[src/rtl/tmds_encoder_3ch_pkg.sv]
// Shared TMDS types, control-token constants and helpers for the 3-channel DVI encoder.
package tmds_pkg;

    typedef logic [9:0]        tmds_sym_t;
    typedef logic signed [4:0] tmds_disp_t;

    localparam tmds_sym_t TMDS_CTRL_00 = 10'h354;
    localparam tmds_sym_t TMDS_CTRL_01 = 10'h0AB;
    localparam tmds_sym_t TMDS_CTRL_10 = 10'h154;
    localparam tmds_sym_t TMDS_CTRL_11 = 10'h2AB;

    function automatic logic [3:0] popcount8(input logic [7:0] d);
        logic [3:0] n;
        n = '0;
        for (int i = 0; i < 8; i++) begin
            n = n + 4'(d[i]);
        end
        return n;
    endfunction

    // ctrl is {C1, C0}
    function automatic tmds_sym_t ctrl_token(input logic [1:0] ctrl);
        tmds_sym_t tok;
        case (ctrl)
            2'b00:   tok = TMDS_CTRL_00;
            2'b01:   tok = TMDS_CTRL_01;
            2'b10:   tok = TMDS_CTRL_10;
            default: tok = TMDS_CTRL_11;
        endcase
        return tok;
    endfunction

endpackage

[src/rtl/tmds_encoder_3ch_if.sv]
// Video-in / TMDS-symbol-out bundle between the pixel source, the encoder and the serializer.
interface tmds_encoder_3ch_if;
    import tmds_pkg::*;

    logic [7:0] video_r;
    logic [7:0] video_g;
    logic [7:0] video_b;
    logic       video_de;
    logic       video_hsync;
    logic       video_vsync;
    tmds_sym_t  r;
    tmds_sym_t  g;
    tmds_sym_t  b;
    logic       de_out;

    modport master (
        output video_r, video_g, video_b, video_de, video_hsync, video_vsync,
        input  r, g, b, de_out
    );

    modport slave (
        input  video_r, video_g, video_b, video_de, video_hsync, video_vsync,
        output r, g, b, de_out
    );

endinterface

[src/rtl/tmds_channel_encoder.sv]
// One TMDS 8b/10b channel: stage 1 builds the transition-minimised q_m, stage 2 balances DC
// against the channel's running disparity and emits the 10-bit symbol.
module tmds_channel_encoder
    import tmds_pkg::*;
(
    input  logic       clk,
    input  logic       resetn,
    input  logic [7:0] d,
    input  logic       de,
    input  logic       c0,
    input  logic       c1,
    output tmds_sym_t  q
);

    logic [3:0] w_n1d;
    logic       w_xnor;
    logic [8:0] w_qm;

    logic [8:0] r_qm;
    logic [3:0] r_n1q;
    logic       r_de;
    logic [1:0] r_ctrl;

    tmds_disp_t r_cnt;
    tmds_sym_t  r_q;

    tmds_disp_t w_diff;
    tmds_disp_t w_two_qm8;
    tmds_disp_t w_two_nqm8;
    tmds_sym_t  w_sym;
    tmds_disp_t w_cnt_next;
    logic       w_n1_gt;
    logic       w_n0_gt;

    always_comb begin
        w_n1d   = popcount8(d);
        w_xnor  = (w_n1d > 4'd4) || ((w_n1d == 4'd4) && !d[0]);
        w_qm[0] = d[0];
        for (int i = 1; i < 8; i++) begin
            w_qm[i] = w_xnor ? ~(w_qm[i-1] ^ d[i]) : (w_qm[i-1] ^ d[i]);
        end
        w_qm[8] = ~w_xnor;
    end

    // NOTE: non-blocking assignments in every clocked block, so each register sees the
    // pre-edge value of the others regardless of statement order.
    always_ff @(posedge clk or negedge resetn) begin
        if (!resetn) begin
            r_qm   <= '0;
            r_n1q  <= '0;
            r_de   <= 1'b0;
            r_ctrl <= 2'b00;
        end else begin
            r_qm   <= w_qm;
            r_n1q  <= popcount8(w_qm[7:0]);
            r_de   <= de;
            r_ctrl <= {c1, c0};
        end
    end

    // N1q - N0q == 2*N1q - 8; modulo-32 wrap is harmless because the result fits in -8..+8.
    assign w_diff     = tmds_disp_t'({r_n1q, 1'b0}) - tmds_disp_t'(5'd8);
    assign w_two_qm8  = tmds_disp_t'({3'b000, r_qm[8], 1'b0});
    assign w_two_nqm8 = tmds_disp_t'({3'b000, ~r_qm[8], 1'b0});
    assign w_n1_gt    = r_n1q > 4'd4;
    assign w_n0_gt    = r_n1q < 4'd4;

    // NOTE: defaults first so every path assigns every output and no latch is inferred.
    always_comb begin
        w_sym      = {~r_qm[8], r_qm[8], r_qm[8] ? r_qm[7:0] : ~r_qm[7:0]};
        w_cnt_next = r_cnt;
        if (!r_de) begin
            w_sym      = ctrl_token(r_ctrl);
            w_cnt_next = '0;
        end else if ((r_cnt == 5'sd0) || (r_n1q == 4'd4)) begin
            w_cnt_next = r_qm[8] ? (r_cnt + w_diff) : (r_cnt - w_diff);
        end else if ((!r_cnt[4] && w_n1_gt) || (r_cnt[4] && w_n0_gt)) begin
            w_sym      = {1'b1, r_qm[8], ~r_qm[7:0]};
            w_cnt_next = r_cnt + w_two_qm8 - w_diff;
        end else begin
            w_sym      = {1'b0, r_qm[8], r_qm[7:0]};
            w_cnt_next = r_cnt - w_two_nqm8 + w_diff;
        end
    end

    // NOTE: the idle token is the reset value so the link shows a legal control period
    // from the moment reset asserts, without waiting for a clock.
    always_ff @(posedge clk or negedge resetn) begin
        if (!resetn) begin
            r_q   <= TMDS_CTRL_00;
            r_cnt <= '0;
        end else begin
            r_q   <= w_sym;
            r_cnt <= w_cnt_next;
        end
    end

    assign q = r_q;

endmodule

[src/rtl/tmds_encoder_3ch.sv]
// Three-channel DVI/TMDS encoder: blue carries HSYNC/VSYNC during blanking, DE is
// delayed to stay aligned with the two-stage channel pipelines.
module tmds_encoder_3ch
    import tmds_pkg::*;
(
    input  logic               clk_pixel,
    input  logic               clk_pixel_resetn,
    tmds_encoder_3ch_if.slave  vid
);

    logic r_de_d1;
    logic r_de_d2;

    tmds_channel_encoder u_enc_b (
        .clk    (clk_pixel),
        .resetn (clk_pixel_resetn),
        .d      (vid.video_b),
        .de     (vid.video_de),
        .c0     (vid.video_hsync),
        .c1     (vid.video_vsync),
        .q      (vid.b)
    );

    tmds_channel_encoder u_enc_g (
        .clk    (clk_pixel),
        .resetn (clk_pixel_resetn),
        .d      (vid.video_g),
        .de     (vid.video_de),
        .c0     (1'b0),
        .c1     (1'b0),
        .q      (vid.g)
    );

    tmds_channel_encoder u_enc_r (
        .clk    (clk_pixel),
        .resetn (clk_pixel_resetn),
        .d      (vid.video_r),
        .de     (vid.video_de),
        .c0     (1'b0),
        .c1     (1'b0),
        .q      (vid.r)
    );

    always_ff @(posedge clk_pixel or negedge clk_pixel_resetn) begin
        if (!clk_pixel_resetn) begin
            r_de_d1 <= 1'b0;
            r_de_d2 <= 1'b0;
        end else begin
            r_de_d1 <= vid.video_de;
            r_de_d2 <= r_de_d1;
        end
    end

    assign vid.de_out = r_de_d2;

endmodule

[src/flat_wrapper.sv]
// flat-port wrapper written by rule: the top's interface ports become plain ports
module tmds_encoder_3ch_flat import tmds_pkg::*;
  (clk_pixel, clk_pixel_resetn, vid_video_r, vid_video_g, vid_video_b, vid_video_de, vid_video_hsync, vid_video_vsync, vid_r, vid_g, vid_b, vid_de_out);
  tmds_encoder_3ch_if vid_i ();
  input  logic clk_pixel;
  input  logic clk_pixel_resetn;
  input wire logic [$bits(vid_i.video_r)-1:0] vid_video_r;
  input wire logic [$bits(vid_i.video_g)-1:0] vid_video_g;
  input wire logic [$bits(vid_i.video_b)-1:0] vid_video_b;
  input wire logic [$bits(vid_i.video_de)-1:0] vid_video_de;
  input wire logic [$bits(vid_i.video_hsync)-1:0] vid_video_hsync;
  input wire logic [$bits(vid_i.video_vsync)-1:0] vid_video_vsync;
  output wire logic [$bits(vid_i.r)-1:0] vid_r;
  output wire logic [$bits(vid_i.g)-1:0] vid_g;
  output wire logic [$bits(vid_i.b)-1:0] vid_b;
  output wire logic [$bits(vid_i.de_out)-1:0] vid_de_out;
  assign vid_i.video_r = vid_video_r;
  assign vid_i.video_g = vid_video_g;
  assign vid_i.video_b = vid_video_b;
  assign vid_i.video_de = vid_video_de;
  assign vid_i.video_hsync = vid_video_hsync;
  assign vid_i.video_vsync = vid_video_vsync;
  assign vid_r = vid_i.r;
  assign vid_g = vid_i.g;
  assign vid_b = vid_i.b;
  assign vid_de_out = vid_i.de_out;
  tmds_encoder_3ch u_core (.clk_pixel(clk_pixel), .clk_pixel_resetn(clk_pixel_resetn), .vid(vid_i));
endmodule
[config.mk]
export PLATFORM = sky130hd
export DESIGN_NAME = tmds_encoder_3ch_flat
export DESIGN_NICKNAME = d
export VERILOG_FILES = /design/src/rtl/tmds_encoder_3ch_pkg.sv /design/src/rtl/tmds_encoder_3ch_if.sv /design/src/rtl/tmds_channel_encoder.sv /design/src/rtl/tmds_encoder_3ch.sv /design/src/flat_wrapper.sv
export SDC_FILE = /design/constraint.sdc
export NUM_CORES = 1
export LEC_CHECK = 0
export ABC_CLOCK_PERIOD_IN_PS = 3100
export BUFFER_PORTS_ARGS = -buffer_cell sky130_fd_sc_hd__buf_2
export CAP_MARGIN = 25
export CORE_ASPECT_RATIO = 1.5
export CORE_UTILIZATION = 55
export DETAILED_ROUTE_END_ITERATION = 12
export PLACE_DENSITY_LB_ADDON = 0.3
export SLEW_MARGIN = 20
export SYNTH_ARGS = -nofsm -noshare
export SYNTH_HDL_FRONTEND = slang
export SYNTH_SLANG_ARGS = --single-unit
[constraint.sdc]
create_clock -name clk_pixel -period 3.1 [get_ports clk_pixel]
set_input_delay 0.465 -clock clk_pixel [delete_from_list [all_inputs] [get_ports clk_pixel]]
set_output_delay 0.465 -clock clk_pixel [all_outputs]
set_load 0.05 [all_outputs]
==> impl_results.md <==
- Unrepaired setup endpoints after global routing: true
- Clock skew: between 10 and 15 ps
- First-pass GRT wire length: 20,730 um
- GRT Util Overall: 0.2324
- Synth Instances: between 500 and 600
- Most frequent cells in the layout: inv_1, dfrtp_1, buf_4
- Status: complete, but fails checks
- MaxCap Viol Count: 0
- Min Tclk post-route: around 5700 ps
- Failing checks: setup timing
- IO buf count: 59
- Clk slew on worst S/H paths: 70 ps
- Worst slew margin: 0.3104
- Diodes inserted: 0
- Worst R2R Setup Slack: 350 ps
- Max frequency: 175.5 MHz
- Layout cells sized above 1: 0.3522
- Synthesized flop and latch total: 85
- Vias in the first global route: 4,624
- First-pass iteration count of the detailed router: 4
- H-tree depth: 3
- Detailed-route DRC error count: 0
- Critical path type: in2reg
- Critical Path AT: 5930 ps
- Routed Antenna Nets: 0
- CP peak stage delay: 560 ps
- Grt ovf: 0
- Final setup violation count: 27
- Clock buffer depth: 2
- Mapped Avg Cell Area: 11.10 um^2
- Largest net degree at the start of global routing: 86
- Antenna violations before repair: 0
- Root Driver: clkbuf_16
- CP Max Fanout: 2
- Syn-to-layout area delta: 28.02%
- Synth cell types: 39
- Seq/Total Area, Yosys: 0.3494
- CTS buffer count: 9
- CP Capture Type: flip-flop
- Synthesized Nets: 688
- Nets: 820
- Commonest non-fill, non-tap cell in the layout: inv_1
- Worst-Skew Late Latency: between 300 and 400 ps
- Detail Placement HPWL: 9075 um
- Number of synthesized flops with an enable pin: 0
- Worst path most repeated cell: fa_1
- CTS tree: done
- Initial core utilization: 0.5736
- Final wirelength: 12,840 um
- TNS Setup: -33,240 ps
- Max Slew Vio Count: 0
- Core Region: 0.01071 mm^2
- Via count: 4,271
- Setup ws final: -2597 ps
- First DRT Iteration DRCs: 115
- CP Launch Type: input pin
- Async S/R FF share, synth: 1.000
- Die area: 0.01160 mm^2
- Number of top-level pins: 60
- Fin crit share: 1.838
- Fin. Hold Viols: 0
- Crit path required time: 3340 ps
- Mapped cell area: a little over 0.006 mm^2
- Chip width: between 80 and 90 um
- Hold Slack: 146.5 ps
- Min-delay worst type: in2async
- Slowest-stage cell, CP: fa_2
- CP cell instances: buf_8 > inv_4 > fa_1 > fa_1 > fa_1 > inv_1 > ha_2 > fa_1 > nor3b_2 > o21ai_1 > a21oi_2 > buf_6 > xnor2_4 > fa_1 > xor2_1 > ha_2 > fa_2 > ha_4 > inv_2 > fa_2 > inv_2
- Chip height: approximately 130 um
- Average wire per standard cell: 15.40 um
- FP Rows: 46
- Post-synth top flop: dfrtp_1
- Ys Warns: 0
- Clock sink total: 85
- Vias per cell: about 5.1
- Slew @ Worst Pin: 1023 ps
- Placer Congestion: 0.8186
[repair_timing]
item,in CTS,in global routing
resized for setup,41,24
endpoints found under the setup margin,27,27
setup buffers,12,7
pin swaps,16,15
hold buffers,0,0
[kinds of logic (layout without fill, tap and decap cells)]
logic type	after synthesis	count (layout)	synth area share
adders and majority gates	106	106	0.2600
buffers and inverters	101	238	0.06418
and+or+nand+nor	95	95	0.08354
DFF	85	85	0.3494
xor gates and xnor gates	84	84	0.1436
AOI/OAI and AO/OA	70	70	0.07784
muxes	12	12	0.02139
[per-stage QoR]
| step | cells | area, um^2 | setup WS, ps | util |
|---|---|---|---|---|
| 6_report | 834 | 7861 | -2597 | 0.7343 |
| 5_1_grt | 834 | 7861 | -2699 | 0.7343 |
| 4_1_cts | 829 | 7686 | -2466 | 0.7180 |
| 3_5_place_dp | 802 | 7077 | -2837 | 0.6611 |
| 3_3_place_gp | 802 | 7077 | -2673 | 0.6611 |
| 2_1_floorplan | 553 | 6223 | -2477 | - |
[critical path: cells and delay by family]
kind / cells / cell delay, ps
buf+inv: 6 / 380
simple gates: 1 / 250
xor+xnor: 2 / 270
fa+ha+maj: 10 / 4180
compound gates: 2 / 390
[path summary, 6_finish.rpt]
path                                                        from                            endpoint  cells after the start
min in group clk_pixel                           vid_video_vsync  u_core.u_enc_b.r_ctrl[1]$_DFF_PN0_                      1
worst min-delay path                            clk_pixel_resetn   u_core.u_enc_r.r_cnt[2]$_DFF_PN0_                      1
worst min register to register  u_core.u_enc_g.r_qm[2]$_DFF_PN0_       u_core.u_enc_g.q[2]$_DFF_PN1_                      2
max in group asynchronous                       clk_pixel_resetn   u_core.u_enc_b.r_cnt[2]$_DFF_PN0_                      1
worst max register to register  u_core.u_enc_g.r_qm[8]$_DFF_PN0_   u_core.u_enc_g.r_cnt[4]$_DFF_PN0_                      9
worst max-delay path                              vid_video_g[3]   u_core.u_enc_g.r_n1q[1]$_DFF_PN0_                     21
[sequential cells by signal, indices dropped and copies added, names as in the netlist, 2 cells and up]
signal	cells
u_core.u_enc_g.q	10
u_core.u_enc_r.q	10
u_core.u_enc_b.r_qm	9
u_core.u_enc_g.r_qm	9
u_core.u_enc_r.r_qm	9
u_core.u_enc_b.q	10
u_core.u_enc_b.r_n1q	4
u_core.u_enc_b.r_ctrl	2
u_core.u_enc_b.r_cnt	4
u_core.u_enc_r.r_cnt	4
u_core.u_enc_r.r_n1q	4
u_core.u_enc_g.r_n1q	4
u_core.u_enc_g.r_cnt	4
[cells in the mapped netlist (all sizes together) (5+ instances only)]
master	n	share of area
dfrtp	70	0.29
buf	6	0.0061
mux2	9	0.017
dfstp	15	0.064
nor3b	12	0.015
a21oi	21	0.019
clkbuf	6	0.0037
nor2	12	0.0073
and2	16	0.016
xnor2	53	0.088
a211oi	6	0.0073
fa	36	0.12
o21ai	16	0.013
ha	70	0.14
inv	89	0.054
nand3	6	0.0049
nor3	5	0.0041
nand2	27	0.017
xor2	28	0.044
a21o	12	0.015
[layer usage]
| metal | global-route usage | vias up | wire length (um) |
|---|---|---|---|
| li1 | - | 2031 | - |
| met2 | 0.4594 | 84 | 7701 |
| met3 | 0.02198 | 31 | 305 |
| met5 | 0 | - | 0 |
| met4 | 0.08154 | 0 | 368 |
| met1 | 0.2410 | 2125 | 4467 |
[layout make-up]
| class | instances | area, um^2 |
|---|---|---|
| Clock buffer | 10 | 229.0 |
| Clock inverter | 6 | 68.82 |
| Tap cell | 144 | 180.2 |
| Multi-Input combinational cell | 367 | 3924 |
| Inverter | 89 | 359.1 |
| Fill cell | 734 | 2844 |
| Sequential cell | 85 | 2146 |
| Timing Repair Buffer | 133 | 954.7 |
Power is left out: the tool's default activity adds up to more than one toggle a clock period on the data nets, which glitch-free logic cannot reach.
